## src/rtl/param_updown_load_counter.sv

```systemverilog
// Up/down counter with clamped synchronous load, programmable terminal value,
// wrap / saturate / one-shot modes, cascade carry and sticky status flags.
module param_updown_load_counter #(
   parameter int WIDTH       = 4,
   parameter int MAX_COUNT   = 15,
   parameter int RESET_VALUE = 0,
   parameter int MODE        = 0
) (
   input  logic             C,
   input  logic             CLR,
   input  logic             CE,
   input  logic             SLOAD,
   input  logic [WIDTH-1:0] D,
   input  logic             UP,
   output logic [WIDTH-1:0] Q,
   output logic             TC,
   output logic             CO,
   output logic             WRAP,
   output logic             OVF,
   output logic             DONE
);

   localparam logic [WIDTH-1:0] MAXV = WIDTH'(MAX_COUNT);
   localparam logic [WIDTH-1:0] RSTV = WIDTH'(RESET_VALUE);
   localparam logic [WIDTH-1:0] ONE  = WIDTH'(1);

   logic [WIDTH-1:0] q_n;
   logic             wrap_n;
   logic             ovf_n;
   logic             done_n;

   assign TC = UP ? (Q == MAXV) : (Q == '0);
   assign CO = TC & CE & ~SLOAD & ~DONE;

   // terminal check comes before the step, so Q never leaves 0..MAX_COUNT
   always_comb begin
      q_n    = Q;
      wrap_n = 1'b0;
      ovf_n  = OVF;
      done_n = DONE;
      if (SLOAD) begin
         q_n    = (D > MAXV) ? MAXV : D;
         ovf_n  = 1'b0;
         done_n = 1'b0;
      end else if (CE && !DONE) begin
         if (!TC) begin
            q_n = UP ? (Q + ONE) : (Q - ONE);
         end else begin
            ovf_n = 1'b1;
            if (MODE == 0) begin
               q_n    = UP ? '0 : MAXV;
               wrap_n = 1'b1;
            end else if (MODE == 2) begin
               done_n = 1'b1;
            end
         end
      end
   end

   always_ff @(posedge C or posedge CLR) begin
      if (CLR) begin
         Q    <= RSTV;
         WRAP <= 1'b0;
         OVF  <= 1'b0;
         DONE <= 1'b0;
      end else begin
         Q    <= q_n;
         WRAP <= wrap_n;
         OVF  <= ovf_n;
         DONE <= done_n;
      end
   end

endmodule

```

## config.mk

```make
export PLATFORM = sky130hd
export DESIGN_NAME = param_updown_load_counter
export DESIGN_NICKNAME = d
export VERILOG_FILES = /design/src/rtl/param_updown_load_counter.sv
export SDC_FILE = /design/constraint.sdc
export NUM_CORES = 1
export LEC_CHECK = 0
export ABC_AREA = 1
export BUFFER_PORTS_ARGS = -buffer_cell sky130_fd_sc_hd__buf_2
export CORE_AREA = 2 2 39 41
export DETAILED_ROUTE_END_ITERATION = 7
export DIE_AREA = 0 0 41 43
export GPL_ROUTABILITY_DRIVEN = 0
export PLACE_DENSITY = 0.64
export SETUP_SLACK_MARGIN = 0.1
export SYNTH_ARGS = -nofsm -noshare
export SYNTH_HDL_FRONTEND = slang
export SYNTH_SLANG_ARGS = --single-unit
export TNS_END_PERCENT = 50
```

## constraint.sdc

```tcl
create_clock -name C -period 3.2 [get_ports C]
set_clock_uncertainty 0.2 [all_clocks]
set_input_delay 0.8 -clock C [delete_from_list [all_inputs] [get_ports C]]
set_output_delay 0.8 -clock C [all_outputs]
set_load 0.02 [all_outputs]
```

==> summary.txt, run 1 <==
Floorplanning
  – Std cell rows: 14
  – Die area: 1760 um^2
  – Vert. Die Dim: 43 um
  – Initial Util: 30.6%
  – Core box area: 1380 um^2
  – I/O pins: 18
  – Die width: 41 um

Setup path
  – Worst path top cell family by delay: buffers and inverters
  – Req. time, crit path: 2.20 ns
  – CP arrival: 1.60 ns
  – CP bufs+invs: 3
  – CP Class: primary input to primary output
  – CP Launch Type: primary input
  – Crit path top cell by count: buf_2
  – CP cell instances: buf_2, inv_1, nand4_2, a21oi_2, buf_2
  – Slowest CP cell: a21oi_2
  – CP Max Fanout: 5
  – Setup crit end kind: primary output
  – Largest stage delay, worst path: 0.20 ns

Routing
  – DRC viols: 0
  – Routed wire length: 929 um
  – Post-route ant nets: 0
  – DRT Pass-1 Iters: 4
  – Routed len/inst: 10.3 um
  – Via density: 4.67
  – Detailed Route Iter0 Violations: 6
  – DR vias: 420

Clock network
  – Cts repair resizes: 0
  – Clock sinks: 6
  – Postcts setup bufs: 0
  – Total CTS buffers: 3
  – Worst-path clk slew: 0.05 ns
  – Worst-Skew Late Latency: 0.24 ns
  – # H-tree levels: 1
  – Root Driver: clkbuf_4
  – CTS tree: built
  – CTS Buffer Depth: 2
  – Post-CTS Hold Buffers: 0

Status
  – Outcome: complete, no violations

Power
  – Logic pwr share: 37.4%
  – Cell-internal power: 0.168 mW
  – Leak: 0.327 nW
  – Flop pwr share: 37.3%
  – Cell area power density: 508 nW/um^2
  – Peak supply drop: 0.217 mV
  – Clock network power share: 25.3%
  – Sw frac: 38.3%
  – Switch Pwr: 0.105 mW

Yosys
  – Post-Synth Adder-Cell Area: 10.7%
  – Synth Area in Compound Gates: 11.8%
  – Yosys top cell by area: dfrtp_1
  – Main combinational cell family by area after synthesis: simple AND/OR/NAND/NOR gates
  – Yosys reg bits: 6
  – Multiplexer share of the synthesized area: 0%
  – Post-synthesis sequential area ratio: 35.5%
  – Distinct cells, synth: 18
  – Synthesized cell area: 423 um^2
  – Gate Count Post-Synth: 56
  – Post-synth top area share: 35.5%
  – Simple-gate share of the synthesized area: 29.3%
  – Post-Synth XOR/XNOR Area: 2.07%
  – Yosys Warn Count: 0
  – Synthesized net count: 68
  – Mean Syn Cell Area: 7.55 um^2
  – Ranking of synthesized cells by area: dfrtp_1 36%, nand2_1 14%, inv_1 6.2%

Global routing
  – Remaining Overflow, GRT: 0
  – First-pass GRT wire length: 1530 um
  – Vias in the first global route: 376
  – Initial antenna violation count: 0
  – GR Util All Layers: 12.5%
  – Pin count of the biggest net entering global routing: 8

Timing
  – Slew Limit Fails: 0
  – WHS: 0.271 ns
  – Final hold vios: 0
  – FMAX: 384 MHz
  – Post-route minimum period: 2.60 ns
  – Final setup vio count: 0
  – RSZ-0062 raised after global routing: false
  – Setup TNS: 0 ns
  – Period Utilization, post-route: 81.3%

Layout
  – Area of the multi-input gates: 231 um^2
  – Register Area: 150 um^2
  – Fill cells: 148
  – Syn-to-layout area delta: 27.2%
  – Layout cells sized above 1: 31.1%
  – Antenna Cells: 0
  – # nets final: 88

Min path
  – Worst Hold Class: primary input to async pin

Placement
  – PortBufs: 16
  – Hpwl dp: 738 um

Run
  – Max cap viols: 0
## Yosys cell counts
library cell,n
nand2_1,16
inv_1,7
dfrtp_1,6
nor2_1,6
a21oi_1,3
o22ai_1,3
ha_1,2
nand3_1,2
nand4_2,2
a21o_1,1
a21oi_2,1
buf_4,1
clkinv_1,1
conb_1,1
fa_1,1
inv_2,1
or2_1,1
xor2_1,1
## cell type report
type                    instances  share of cell area (%)
clock buffers                   3                    4.19
inverters                       9                    6.28
flip-flops and latches          6                    27.9
well taps                      16                    3.72
repair buffers                 16                    14.9
multi-input cells              40                    43.0
## metrics by stage
| step | area, um^2 | instances | utilization [%] | total power [mW] | setup slack, ns |
|---|---|---|---|---|---|
| after floorplan | 423 | 56 | - | 0.176 | 0.827 |
| after global placement | 515 | 87 | 37.3 | 0.204 | 0.612 |
| after detailed placement | 515 | 87 | 37.3 | 0.205 | 0.598 |
| after CTS | 538 | 90 | 38.9 | 0.277 | 0.592 |
| after global routing | 538 | 90 | 38.9 | 0.296 | 0.540 |
| final | 538 | 90 | 38.9 | 0.273 | 0.599 |
## registers in the layout, summed over array words and instances, names as in the netlist
signal,count
Q,4
OVF,1
WRAP,1
## placed cells by master (no fill, tap or decap)
| cell type | n |
|---|---|
| nand2_1 | 16 |
| buf_2 | 16 |
| inv_1 | 7 |
| dfrtp_1 | 6 |
| nor2_1 | 6 |
| o22ai_1 | 3 |
| a21oi_1 | 3 |
| clkbuf_4 | 3 |
| nand3_1 | 2 |
| nand4_2 | 2 |
| ha_1 | 2 |
| or2_1 | 1 |
| clkinv_1 | 1 |
| inv_2 | 1 |
| a21oi_2 | 1 |
| xor2_1 | 1 |
| a21o_1 | 1 |
| fa_1 | 1 |
| conb_1 | 1 |
## per-layer routing
layer | part of all wire [%] | wire length, um | track usage (%) | vias to the layer above
li1 | - | - | - | 212
met1 | 47 | 441 | 18.1 | 185
met2 | 45 | 421 | 17.5 | 21
met3 | 6.5 | 60 | 2.09 | 2
met4 | 0.65 | 6 | 6.00 | 0
met5 | 0 | 0 | 0 | -
## worst reg2reg max path, stage by stage, from the launching register on
cell     delay (ns)
dfrtp_1        0.43
ha_1           0.34
or2_1          0.23
nand2_1        0.07
nand2_1        0.04
nand3_1        0.06
nand2_1        0.05
nand2_1        0.05
nand2_1        0.04
## power groups by stage
stage | clock, mW | sequential, mW | combinational [mW]
3_5_place_dp | 0 | 0.103 | 0.102
2_1_floorplan | 0 | 0.113 | 0.0623
4_1_cts | 0.0719 | 0.102 | 0.103
6_report | 0.0691 | 0.102 | 0.102
5_1_grt | 0.0755 | 0.104 | 0.116
3_3_place_gp | 0 | 0.103 | 0.101
## kinds of logic after synthesis
family                   after synthesis
buffers and inverters                 10
adder cells (fa/ha/maj)                3
AO/OA/AOI/OAI                          8
other                                  1
AND/OR/NAND/NOR                       27
flip-flops                             6
XOR/XNOR                               1
## worst paths after layout
kind | slack (ns) | end | cells after the start | from
setup reg to reg | 1.57 | Q[3]$_DFFE_PP0P_ | 8 | Q[2]$_DFFE_PP0P_
setup / recovery | 0.60 | CO | 5 | UP
max in group asynchronous | 2.33 | Q[3]$_DFFE_PP0P_ | 2 | CLR
min in group C | 0.28 | OVF$_DFFE_PP0P_ | 1 | OVF$_DFFE_PP0P_
hold reg to reg | 0.28 | OVF$_DFFE_PP0P_ | 1 | OVF$_DFFE_PP0P_
hold / removal | 0.27 | Q[0]$_DFFE_PP0P_ | 2 | CLR
(Power assumes the default switching activity.)
==> run 2, diff against run 1 <==
--- a/config.mk
+++ b/config.mk
@@ -11,7 +11,7 @@
 export DETAILED_ROUTE_END_ITERATION = 7
 export DIE_AREA = 0 0 41 43
 export GPL_ROUTABILITY_DRIVEN = 0
-export PLACE_DENSITY = 0.64
+export PLACE_DENSITY = 0.66
 export SETUP_SLACK_MARGIN = 0.1
 export SYNTH_ARGS = -nofsm -noshare
 export SYNTH_HDL_FRONTEND = slang
==> constraint.sdc (replaced) <==
create_clock -name C -period 2.3 [get_ports C]
set_clock_uncertainty 0.2 [all_clocks]
set_input_delay 0.575 -clock C [delete_from_list [all_inputs] [get_ports C]]
set_output_delay 0.575 -clock C [all_outputs]
set_load 0.02 [all_outputs]
==> summary.txt, run 2 (synthesis gave the netlist of run 1 again) <==
Placement
  – Placed inst area: 515 um^2
  – PortBufs: 16
  – Hpwl dp: 738 um

Status
  – Outcome: complete, no violations

Power
  – Pwr Total: 0.379 mW
  – Cell area power density: 689 nW/um^2
  – Leak: 0.330 nW
  – Sw frac: 37.6%
  – Cell-internal power: 0.236 mW
  – Peak supply drop: 0.291 mV
  – Flop pwr share: 37.7%
  – Logic pwr share: 37.5%
  – Switch Pwr: 0.143 mW
  – Clock network power share: 24.7%

Setup path
  – FF-to-FF Start: Q[2]$_DFFE_PP0P_
  – Worst setup path start: UP
  – Slowest CP cell: a21oi_2
  – CP Max Fanout: 5
  – Setup crit end kind: primary output
  – CP bufs+invs: 3
  – CP Launch Type: primary input
  – Largest stage delay, worst path: 0.25 ns
  – Worst path top cell family by delay: buffers and inverters
  – CP cell instances: buf_2, nand2_1, clkinv_1, nand4_2, a21oi_2, buf_4
  – CP Class: primary input to primary output
  – Req. time, crit path: 1.52 ns
  – CP arrival: 1.38 ns

Timing
  – Final setup vio count: 0
  – FMAX: 465 MHz
  – Final hold vios: 0
  – Slew Limit Fails: 0
  – Post-route minimum period: 2.15 ns
  – Period Utilization, post-route: 93.5%
  – Setup TNS: 0 ns
  – WHS: 0.0275 ns
  – RSZ-0062 raised after global routing: false

Global routing
  – Remaining Overflow, GRT: 0
  – GR Util All Layers: 13.6%
  – Vias in the first global route: 406
  – Pin count of the biggest net entering global routing: 8
  – Initial antenna violation count: 0
  – First-pass GRT wire length: 1580 um

Routing
  – Routed len/inst: 10.1 um
  – DR vias: 407
  – Via density: 4.47
  – DRC viols: 0
  – Post-route ant nets: 0
  – DRT Pass-1 Iters: 3
  – Detailed Route Iter0 Violations: 3
  – Routed wire length: 922 um

Min path
  – Worst Hold Class: primary input to async pin

Floorplanning
  – Initial Util: 30.6%
  – Core box area: 1380 um^2
  – I/O pins: 18
  – Die width: 41 um
  – Vert. Die Dim: 43 um
  – Std cell rows: 14
  – Die area: 1760 um^2

Layout
  – # nets final: 89
  – Most frequent cells in the layout: 16 x nand2_1, 15 x buf_2, 6 x nor2_1, 6 x inv_1, 5 x dfrtp_1
  – Max reg flops: 4
  – Commonest non-fill, non-tap cell in the layout: nand2_1
  – Final instance area: 549 um^2
  – Leading registers by flop count: Q x4, OVF x1, WRAP x1
  – Layout cells sized above 1: 34.7%
  – Most flop-heavy register: Q
  – Antenna Cells: 0
  – Syn-to-layout area delta: 29.9%

Clock network
  – CTS tree: built
  – Total CTS buffers: 3
  – CTS Buffer Depth: 2
  – # H-tree levels: 1
  – Root Driver: clkbuf_4
  – Worst-path clk slew: 0.04 ns
  – Clock sinks: 6
  – Worst-Skew Late Latency: 0.24 ns

Run
  – Max cap viols: 0
-- run 2: repair_timing --
item | 4_1_cts | 5_1_grt
hold buffers | 0 | 0
resized for setup | 0 | 3
setup endpoints to repair | 0 | 1
buffers inserted | 0 | 1
endpoints found under the hold margin | 0 | 0
-- run 2: worst register-to-register path, cell delays in order, from the launching register on --
cell,delay (ns)
dfrtp_1,0.43
ha_1,0.34
or2_1,0.23
nand2_1,0.07
nand2_1,0.04
nand3_1,0.06
nand2_1,0.05
nand2_1,0.05
nand2_1,0.04
-- run 2: path summary, 6_finish.rpt --
path,to,slack (ns),cells after the start
max in group asynchronous,Q[1]$_DFFE_PP0P_,1.67,2
min in group C,OVF$_DFFE_PP0P_,0.27,1
max,CO,0.15,6
max reg2reg,Q[3]$_DFFE_PP0P_,0.67,8
min reg2reg,OVF$_DFFE_PP0P_,0.27,1
min,Q[2]$_DFFE_PP0P_,0.03,2
-- run 2: cell type report --
type | instances | area, um^2
sequential | 6 | 151
fill | 152 | 835
multi-input combinational | 40 | 231
tap | 16 | 20.0
timing repair buffer | 17 | 90.1
clock buffer | 3 | 22.5
inverter | 9 | 33.8
-- run 2: per-layer routing --
metal  vias up  track usage [%]  wire, um
met5         -                0         0
met4         0             10.0         0
met3         0             3.14        31
met2         9             20.3       498
met1       183             16.0       392
li1        215                -         -
-- run 2: through the flow --
| stage | setup slack, ns | utilization, % | cells |
|---|---|---|---|
| finish | 0.149 | 39.7 | 91 |
| global route | 0.0667 | 39.7 | 91 |
| CTS | 0.113 | 38.9 | 90 |
| detailed placement | 0.139 | 37.3 | 87 |
| global placement | 0.168 | 37.3 | 87 |
| floorplan | 0.377 | - | 56 |
-- run 2: power by group through the flow --
| stage | registers (mW) | logic [mW] | clock network, mW |
|---|---|---|---|
| 2_1_floorplan | 0.158 | 0.0867 | 0 |
| 3_3_place_gp | 0.143 | 0.141 | 0 |
| 3_5_place_dp | 0.144 | 0.143 | 0 |
| 4_1_cts | 0.142 | 0.143 | 0.0998 |
| 5_1_grt | 0.146 | 0.162 | 0.0998 |
| 6_report | 0.143 | 0.142 | 0.0936 |
